[src/rtl/dac_tx_pkg.sv]
// Shared widths, FSM state encoding and DAC power-down mode codes for the
// serial DAC transmitter.
package dac_tx_pkg;

    localparam int FRAME_W = 16;
    localparam int DATA_W  = 12;
    localparam int MODE_W  = 2;

    localparam logic [MODE_W-1:0] NORMAL  = 2'b00;
    localparam logic [MODE_W-1:0] PD_1K   = 2'b01;
    localparam logic [MODE_W-1:0] PD_100K = 2'b10;
    localparam logic [MODE_W-1:0] PD_HIZ  = 2'b11;

    typedef enum logic [1:0] {
        REPOSO,
        CARGA,
        TX,
        FIN
    } state_t;

    // Two leading zeros, then the power-down bits, then the sample.
    function automatic logic [FRAME_W-1:0] build_frame(
        input logic [MODE_W-1:0] mode,
        input logic [DATA_W-1:0] data
    );
        return {2'b00, mode, data};
    endfunction

endpackage

[src/rtl/dac_tick_gen.sv]
// Free-running divider: tick is high for one clk cycle every DIV cycles,
// counted from the last synchronous clear.
module dac_tick_gen #(
    parameter int DIV = 4
) (
    input  logic clk,
    input  logic rst,
    input  logic clr,
    output logic tick
);

    localparam int               CNT_W = 8;
    localparam logic [CNT_W-1:0] LAST  = CNT_W'(DIV - 1);

    logic [CNT_W-1:0] cnt_q, cnt_d;

    assign tick = (cnt_q == LAST);

    always_comb begin
        cnt_d = cnt_q + 1'b1;
        if (clr || tick) begin
            cnt_d = '0;
        end
    end

    // NOTE: state registers use non-blocking assignments so every flop samples pre-edge values.
    always_ff @(posedge clk) begin
        if (rst) begin
            cnt_q <= '0;
        end else begin
            cnt_q <= cnt_d;
        end
    end

endmodule

[src/rtl/dac_tx_serial.sv]
// 16-bit SPI-style frame transmitter for a serial DAC (SYNC/SCLK/DIN).
// Define DAC_TX_DOUBLE_BUFFER_EN to queue one request received while busy.
module dac_tx_serial
    import dac_tx_pkg::*;
#(
    parameter int DIV = 4
) (
    input  logic              clk,
    input  logic              rst,
    input  logic              inicio_tx,
    input  logic [DATA_W-1:0] dato_in,
    input  logic [MODE_W-1:0] modo,
    output logic              SYNC,
    output logic              SCLK,
    output logic              DIN,
    output logic              tx_listo,
    output logic              ocupado,
    output logic              desborde
);

    localparam int         WORD_W   = MODE_W + DATA_W;
    localparam logic [4:0] LAST_BIT = 5'(FRAME_W);

    state_t             state_q, state_d;
    logic [FRAME_W-1:0] shift_q, shift_d;
    logic [4:0]         bit_cnt_q, bit_cnt_d;
    logic               sclk_q, sclk_d;
    logic               sync_q, sync_d;
    logic               din_q, din_d;
    logic               listo_q, listo_d;
    logic               ocupado_q, ocupado_d;
    logic               desborde_q, desborde_d;

    logic               tick;
    logic               clr;
    logic               idle;
    logic               start;
    logic [WORD_W-1:0]  start_word;
    logic [FRAME_W-1:0] start_frame;

    dac_tick_gen #(.DIV(DIV)) u_tick (
        .clk  (clk),
        .rst  (rst),
        .clr  (clr),
        .tick (tick)
    );

    assign idle        = (state_q == REPOSO);
    assign start_frame = build_frame(start_word[WORD_W-1 -: MODE_W], start_word[DATA_W-1:0]);

`ifdef DAC_TX_DOUBLE_BUFFER_EN
    logic              buf_valid_q, buf_valid_d;
    logic [WORD_W-1:0] buf_q, buf_d;
    logic              fin_done;
    logic              launch_buf;
    logic              launch_in;

    assign fin_done = (state_q == FIN) && tick;

    // A held request goes out straight from FIN; a new request can refill the slot it frees.
    always_comb begin
        buf_valid_d = buf_valid_q;
        buf_d       = buf_q;
        desborde_d  = desborde_q;
        start       = 1'b0;
        start_word  = {modo, dato_in};
        launch_buf  = buf_valid_q && (idle || fin_done);
        launch_in   = inicio_tx && idle && !buf_valid_q;
        if (launch_buf) begin
            start       = 1'b1;
            start_word  = buf_q;
            buf_valid_d = 1'b0;
        end else if (launch_in) begin
            start = 1'b1;
        end
        if (inicio_tx && !launch_in) begin
            if (!buf_valid_q || launch_buf) begin
                buf_valid_d = 1'b1;
                buf_d       = {modo, dato_in};
            end else begin
                desborde_d = 1'b1;
            end
        end
    end

    always_ff @(posedge clk) begin
        if (rst) begin
            buf_valid_q <= 1'b0;
            buf_q       <= '0;
        end else begin
            buf_valid_q <= buf_valid_d;
            buf_q       <= buf_d;
        end
    end
`else
    always_comb begin
        desborde_d = desborde_q;
        start      = 1'b0;
        start_word = {modo, dato_in};
        if (inicio_tx) begin
            if (idle) begin
                start = 1'b1;
            end else begin
                desborde_d = 1'b1;
            end
        end
    end
`endif

    // NOTE: every always_comb output is defaulted first so no latch can be inferred.
    always_comb begin
        state_d   = state_q;
        shift_d   = shift_q;
        bit_cnt_d = bit_cnt_q;
        sclk_d    = sclk_q;
        din_d     = din_q;
        listo_d   = 1'b0;
        clr       = 1'b0;

        case (state_q)
            REPOSO: begin
                sclk_d = 1'b1;
                din_d  = 1'b0;
            end
            CARGA: begin
                if (tick) begin
                    state_d = TX;
                end
            end
            TX: begin
                if (tick) begin
                    if (sclk_q) begin
                        sclk_d    = 1'b0;
                        bit_cnt_d = bit_cnt_q + 1'b1;
                    end else if (bit_cnt_q == LAST_BIT) begin
                        state_d = FIN;
                        sclk_d  = 1'b1;
                        din_d   = 1'b0;
                    end else begin
                        // DIN only moves on the rising tick, so it is stable across every fall.
                        sclk_d  = 1'b1;
                        shift_d = {shift_q[FRAME_W-2:0], shift_q[FRAME_W-1]};
                        din_d   = shift_q[FRAME_W-2];
                    end
                end
            end
            FIN: begin
                if (tick) begin
                    state_d = REPOSO;
                    listo_d = 1'b1;
                end
            end
        endcase

        if (start) begin
            state_d   = CARGA;
            shift_d   = start_frame;
            din_d     = start_frame[FRAME_W-1];
            sclk_d    = 1'b1;
            bit_cnt_d = '0;
            clr       = 1'b1;
        end

        sync_d    = (state_d == REPOSO) || (state_d == FIN);
        ocupado_d = (state_d != REPOSO);
    end

    always_ff @(posedge clk) begin
        if (rst) begin
            state_q    <= REPOSO;
            shift_q    <= '0;
            bit_cnt_q  <= '0;
            sclk_q     <= 1'b1;
            sync_q     <= 1'b1;
            din_q      <= 1'b0;
            listo_q    <= 1'b0;
            ocupado_q  <= 1'b0;
            desborde_q <= 1'b0;
        end else begin
            state_q    <= state_d;
            shift_q    <= shift_d;
            bit_cnt_q  <= bit_cnt_d;
            sclk_q     <= sclk_d;
            sync_q     <= sync_d;
            din_q      <= din_d;
            listo_q    <= listo_d;
            ocupado_q  <= ocupado_d;
            desborde_q <= desborde_d;
        end
    end

    assign SYNC     = sync_q;
    assign SCLK     = sclk_q;
    assign DIN      = din_q;
    assign tx_listo = listo_q;
    assign ocupado  = ocupado_q;
    assign desborde = desborde_q;

endmodule

[config.mk]
export PLATFORM = sky130hd
export DESIGN_NAME = dac_tx_serial
export DESIGN_NICKNAME = d
export VERILOG_FILES = /design/src/rtl/dac_tx_pkg.sv /design/src/rtl/dac_tick_gen.sv /design/src/rtl/dac_tx_serial.sv
export SDC_FILE = /design/constraint.sdc
export NUM_CORES = 1
export LEC_CHECK = 0
export BUFFER_PORTS_ARGS = -buffer_cell sky130_fd_sc_hd__buf_2
export CORE_ASPECT_RATIO = 0.9
export CORE_MARGIN = 4
export CORE_UTILIZATION = 50
export DETAILED_ROUTE_END_ITERATION = 6
export PLACE_DENSITY = 0.81
export SLEW_MARGIN = 5
export SYNTH_ARGS = -nofsm -noshare
export SYNTH_HDL_FRONTEND = slang
export SYNTH_SLANG_ARGS = --single-unit
[constraint.sdc]
create_clock -name clk -period 1.8 [get_ports clk]
set_input_delay 0 -clock clk [delete_from_list [all_inputs] [get_ports clk]]
set_output_delay 0 -clock clk [all_outputs]
set_load 0.005 [all_outputs]
# ---- Word-level counts from Yosys, hierarchy flattened
# Cells that the tools add are included.
dict set report totals {
  ff_bits 37
  inputBits 17
  output_inout_bits 6
  wordCells 67
}
dict set report op_classes {
  add_sub_neg 2
  n_eq_ne 10
  muxes 23
  n_bitwise 4
  reduce_logical 17
}
# op n
set ops {}
lappend ops {{2-to-1 mux 14 bit} 5}
lappend ops {{2-to-1 mux 2 bit} 6}
lappend ops {{2-to-1 mux 1 bit} 9}
lappend ops {{adder 8 x 1 -> 8 bit, second input constant} 1}
lappend ops {{equality test 8 x 2 -> 1 bit, second input constant} 1}
lappend ops {{AND reduction 4 bit} 2}
lappend ops {{nonzero test 2 bit} 4}
lappend ops {{equality test 2 bit, second input constant} 3}
lappend ops {{case mux 2 bit (3 select lines)} 1}
lappend ops {{AND reduction 3 bit} 2}
lappend ops {{OR reduction 2 bit} 3}
lappend ops {{adder 5 x 1 -> 5 bit, second input constant} 1}
lappend ops {{equality test 5 bit, second input constant} 1}
lappend ops {{zero test 2 bit} 2}
lappend ops {{inequality test 2 x 1 -> 1 bit, second input constant} 2}
lappend ops {{inequality test 2 bit, second input constant} 2}
lappend ops {{inverter 1 bit} 4}
lappend ops {{case mux 1 bit (2 select lines)} 2}
lappend ops {{AND reduction 2 bit} 2}
lappend ops {{equality test 2 x 1 -> 1 bit, second input constant} 1}
lappend ops {{logical OR 1 bit} 2}

# ---- Logic depth before layout (Yosys ltp)
dict set report depth {
  depth_word 8
  depth_mapped 8
  ltp_nobuf 8
}

# ---- Hierarchy
# From an unflattened synthesis, not the netlist that was laid out.
dict set report hier_totals {
  hier_cells 187
  hier_area_um2 1660.3
}
# mod n_inst cells_per_inst area_each_um2 seq_area_each_um2
set by_module_without_submodules {}
lappend by_module_without_submodules {dac_tx_serial 1 150 1310.0 580.6}
lappend by_module_without_submodules {dac_tick_gen 1 37 350.3 160.2}

# ---- Worst setup path before layout
# Ideal clock, no wire load.
dict set report synth_timing {
  path_kind {reg-to-reg}
  from {reg u_tick.cnt_q[0]}
  to {reg shift_q[0]}
  setup_time_ns 0.137
  arrival_time_ns 1.556
  required_ns 1.663
  setup_slack_ns 0.107
  stages_incl_launch_ff 8
  synth_period_minus_slack_ns 1.693
  cell_sequence {dfxtp_1 -> ha_1 -> nor3b_2 -> and4_1 -> buf_6 -> buf_12 -> mux2i_1 -> a211oi_1}
}
dict set report synth_between {
  elab_chain_cells 3
}
# item line
set synth_lines {}
lappend synth_lines {{from (decl)} dac_tick_gen.sv:15} ;# logic [CNT_W-1:0] cnt_q, cnt_d;
lappend synth_lines {{from (signal assigned)} dac_tick_gen.sv:31} ;# cnt_q <= cnt_d;
lappend synth_lines {{equality test 8 x 2 -> 1 bit} dac_tick_gen.sv:17} ;# assign tick = (cnt_q == LAST);
lappend synth_lines {{nonzero test 2 bit (no source line)} n/a}
lappend synth_lines {{AND reduction 4 bit (no source line)} n/a}
lappend synth_lines {{to (signal assigned)} dac_tx_serial.sv:181} ;# shift_q <= shift_d;
lappend synth_lines {{to (decl)} dac_tx_serial.sv:25} ;# logic [FRAME_W-1:0] shift_q, shift_d;
# No other way between the ends.
# A chain may end at the register's enable or synchronous reset.

# ---- Worst setup path in the final report
dict set report layout_timing {
  from {reg u_tick.cnt_q[6]}
  to {reg shift_q[3]}
}
# The elaborated chain is that of the path after synthesis.

==> implementation parameters <==
Parameter                              Value

Floorplanning
  Area of the die    4180 um^2
  Die extent in y    61.7 um
  Site Rows    19
  Chip Width    67.7 um
  Core ar.    3070 um^2
  Number of placed I/O pins    23
  Starting Density    52.3%

STA
  Pins Over Slew Limit    0
  Final Hold Viols    0
  Period utilization    98.1%
  Slew @ Worst Pin    0.396 ns
  Fmax achieved    566 MHz
  Setup repair after global routing missed its margin    yes
  Headroom to the max-slew limit    73.4%
  Post-Route Skew    0.0151 ns
  Post-layout min period    1.77 ns
  Final setup violating endpoints    0
  Total negative setup slack    0 ns

Placed design
  Count of input and output buffers    22
  Detailed placer's ending HPWL    2280 um
  Final Wtd Congestion    0.816

Worst hold path
  Worst hold stages    3
  Min-Delay Endpoint    shift_q[12]$_SDFFE_PP0P_
  Kind of path behind the tightest hold check    input pin to flip-flop
  Start point of the worst hold path    rst

Cells and area
  Nets    234
  N_diodes    0
  Area added between synthesis and finish    31.9%
  Util after Layout    69.0%
  Share of cells above drive strength 1    24.9%

Critical path
  Worst path max stage delay    0.43 ns
  Crit start category    flip-flop
  Crit path DAT    1.98 ns
  Worst reg2reg endpoint    shift_q[3]$_SDFFE_PP0P_
  Crit end category    flip-flop
  Cell family with most CP delay    simple AND/OR/NAND/NOR gates
  Worst reg2reg path depth    5
  CP max stage cell    nor4_4
  Largest fanout on the critical path    8
  Number of buffer and inverter stages on the critical path    1
  Worst R2R Start    u_tick.cnt_q[6]$_SDFF_PP0_
  CP Cell Sequence    nor4_4 > and4_4 > clkbuf_16 > mux2i_1 > a211oi_1
  Required arrival time at the worst endpoint    2.02 ns
  Worst R2R Setup Slack    0.03 ns
  Critical path class    flip-flop to flip-flop

Clock network
  Clock input transition at the sequential cells of the worst setup and hold paths    0.11 ns
  Clock insertion delay at the later pin of the skew report    0.35 ns
  Total CTS buffers    5
  Clock tree from TritonCTS    done
  H-tree lvl count    2
  Maximum number of buffers from clock root to sink    2
  Clock root buffer    clkbuf_4
  TritonCTS sink count    37

Synth
  EDFF count, synth    0
  Number of library cell types mapped by synthesis    31
  Synth Net Count    188
  Synth async-reset ratio    0%
  Count leader, synth    dfxtp_1
  Most used flip-flop cell after synthesis    dfxtp_1
  Portion of synthesized cell area occupied by the leading cell type    46.2%
  Top cells by count, synth    37 x dfxtp_1, 34 x nor2_1, 17 x mux2i_1
  Fraction of the yosys area taken by sequential cells    46.2%
  Total of flip-flops plus latches after synthesis    37
  Post-synthesis average cell area    9.61 um^2
  Mapped Area    1600 um^2
  Largest area contributor in the netlist    dfxtp_1
  Largest cells by area after synthesis    dfxtp_1 46%, mux2i_1 11%, nor2_1 8.0%
  Synthesis Warnings    0
  Synthesized netlist cell count    167

Pwr
  LEAKAGE    0.819 nW
  Clock share of power    33.8%
  Net Sw Frac    23.4%
  Psw    0.000377 W
  Power per Cell Area    762 nW/um^2
  Sequential Power Share    55.2%
  Total Power Consumption    0.00161 W
  Internal power component    0.00123 W
  Peak supply drop    0.703 mV
  Logic pwr share    10.9%

Routing
  Number of DRC violations after detailed routing    0
  Wirelength per Cell    14.1 um
  Residual antenna-violating net count after detailed routing    0
  Vias after detailed routing    1,356
  Initial DRT Pass Iterations    4
  Detailed Route Iter0 Violations    72
  Via density per instance    5.32
  Detailed Route WL    3590 um

GRT
  Initial antenna violation count    0
  First-pass GRT wire length    5430 um
  Total global routing track utilization    17.7%
  Overflow after GRT    0
  Pin count of the biggest net entering global routing    30
  Number of global-route vias before repair    1,192

Flow run
  Number of maximum-capacitance constraint violations    0

Run status
  Result of the run    completed
[cell families after synthesis]
logic type / count (synthesis) / synth area share [%]
AO/OA/AOI/OAI: 24 / 10.2
XOR/XNOR: 10 / 5.46
adder cells (fa/ha/maj): 4 / 3.12
buffers and inverters: 12 / 4.29
flip-flops: 37 / 46.2
multiplexers: 17 / 10.6
AND/OR/NAND/NOR: 63 / 20.1
[per-layer routing]
metal	GRT usage, %	wire, um	part of all wire, %
met3	5.94	176	4.9
met2	27.9	1740	48
met1	21.8	1620	45
met5	0	0	0
met4	8.67	59	1.6
[placed cells by master (no fill, tap or decap), drive strengths merged, types with 5 or more instances in the layout]
cell,instances
nand3,5
clkbuf,7
a211oi,14
dlygate4sd3,15
buf,31
nor2,34
dfxtp,37
xnor2,5
mux2i,17
nand2,5
xor2,5
a21oi,6
[registers in the layout, indices dropped and copies added, names as in the netlist]
name          count
shift_q          16
u_tick.cnt_q      8
bit_cnt_q         5
state_q           2
DIN               1
SCLK              1
SYNC              1
desborde          1
ocupado           1
tx_listo          1
[worst max-delay path by stage]
stage	from	cells after the start	slack, ns	endpoint
final	u_tick.cnt_q[6]$_SDFF_PP0_	5	0.03	shift_q[3]$_SDFFE_PP0P_
after CTS	u_tick.cnt_q[0]$_SDFF_PP0_	7	0.02	SYNC$_SDFF_PP1_
after global placement	u_tick.cnt_q[0]$_SDFF_PP0_	7	0.11	SYNC$_SDFF_PP1_
after floorplan	u_tick.cnt_q[0]$_SDFF_PP0_	7	0.11	shift_q[0]$_SDFFE_PP0P_
after global routing	u_tick.cnt_q[6]$_SDFF_PP0_	5	-0.04	shift_q[13]$_SDFFE_PP0P_
after detailed placement	u_tick.cnt_q[0]$_SDFF_PP0_	7	-0.04	SYNC$_SDFF_PP1_
[power by group through the flow]
stage          clock network, W  registers, W   logic, W
2_1_floorplan                 0      0.000896  0.0000920
3_3_place_gp                  0      0.000900   0.000130
4_1_cts                0.000551      0.000885   0.000166
5_1_grt                0.000592      0.000895   0.000194
3_5_place_dp                  0      0.000904   0.000139
6_report               0.000545      0.000890   0.000176
[cell type report]
type                       count  area [um^2]
multi-input combinational    118          841
tap                           42         52.6
sequential                    37          748
fill                         211          951
clock inverter                 2         35.0
inverter                       3         11.3
clock buffer                   5         37.5
timing repair buffer          48          390
[tightest hold or removal path: stages]
cell and delay, ns:
buf_2 0.10, buf_4 0.25, a211oi_2 0.05
[timing repair]
action,in CTS,in global routing
hold buffers,15,0
endpoints found under the setup margin,6,18
resized for setup,1,13
pin swaps,0,2
hold endpoints to repair,15,0
buffers inserted,0,2
cloned,0,2
[per-stage QoR]
| step | worst slack [ns] | hold WS, ns | cell area [um^2] | std cells |
|---|---|---|---|---|
| floorplan | 0.107 | 0.101 | 1600 | 167 |
| global placement | 0.113 | 0.255 | 1770 | 229 |
| detailed placement | -0.0435 | 0.290 | 1770 | 229 |
| CTS | 0.0166 | 0.0887 | 2000 | 251 |
| global route | -0.0367 | 0.106 | 2120 | 255 |
| finish | 0.0346 | 0.0893 | 2120 | 255 |
Note: power is estimated with default switching activity, not from simulation.
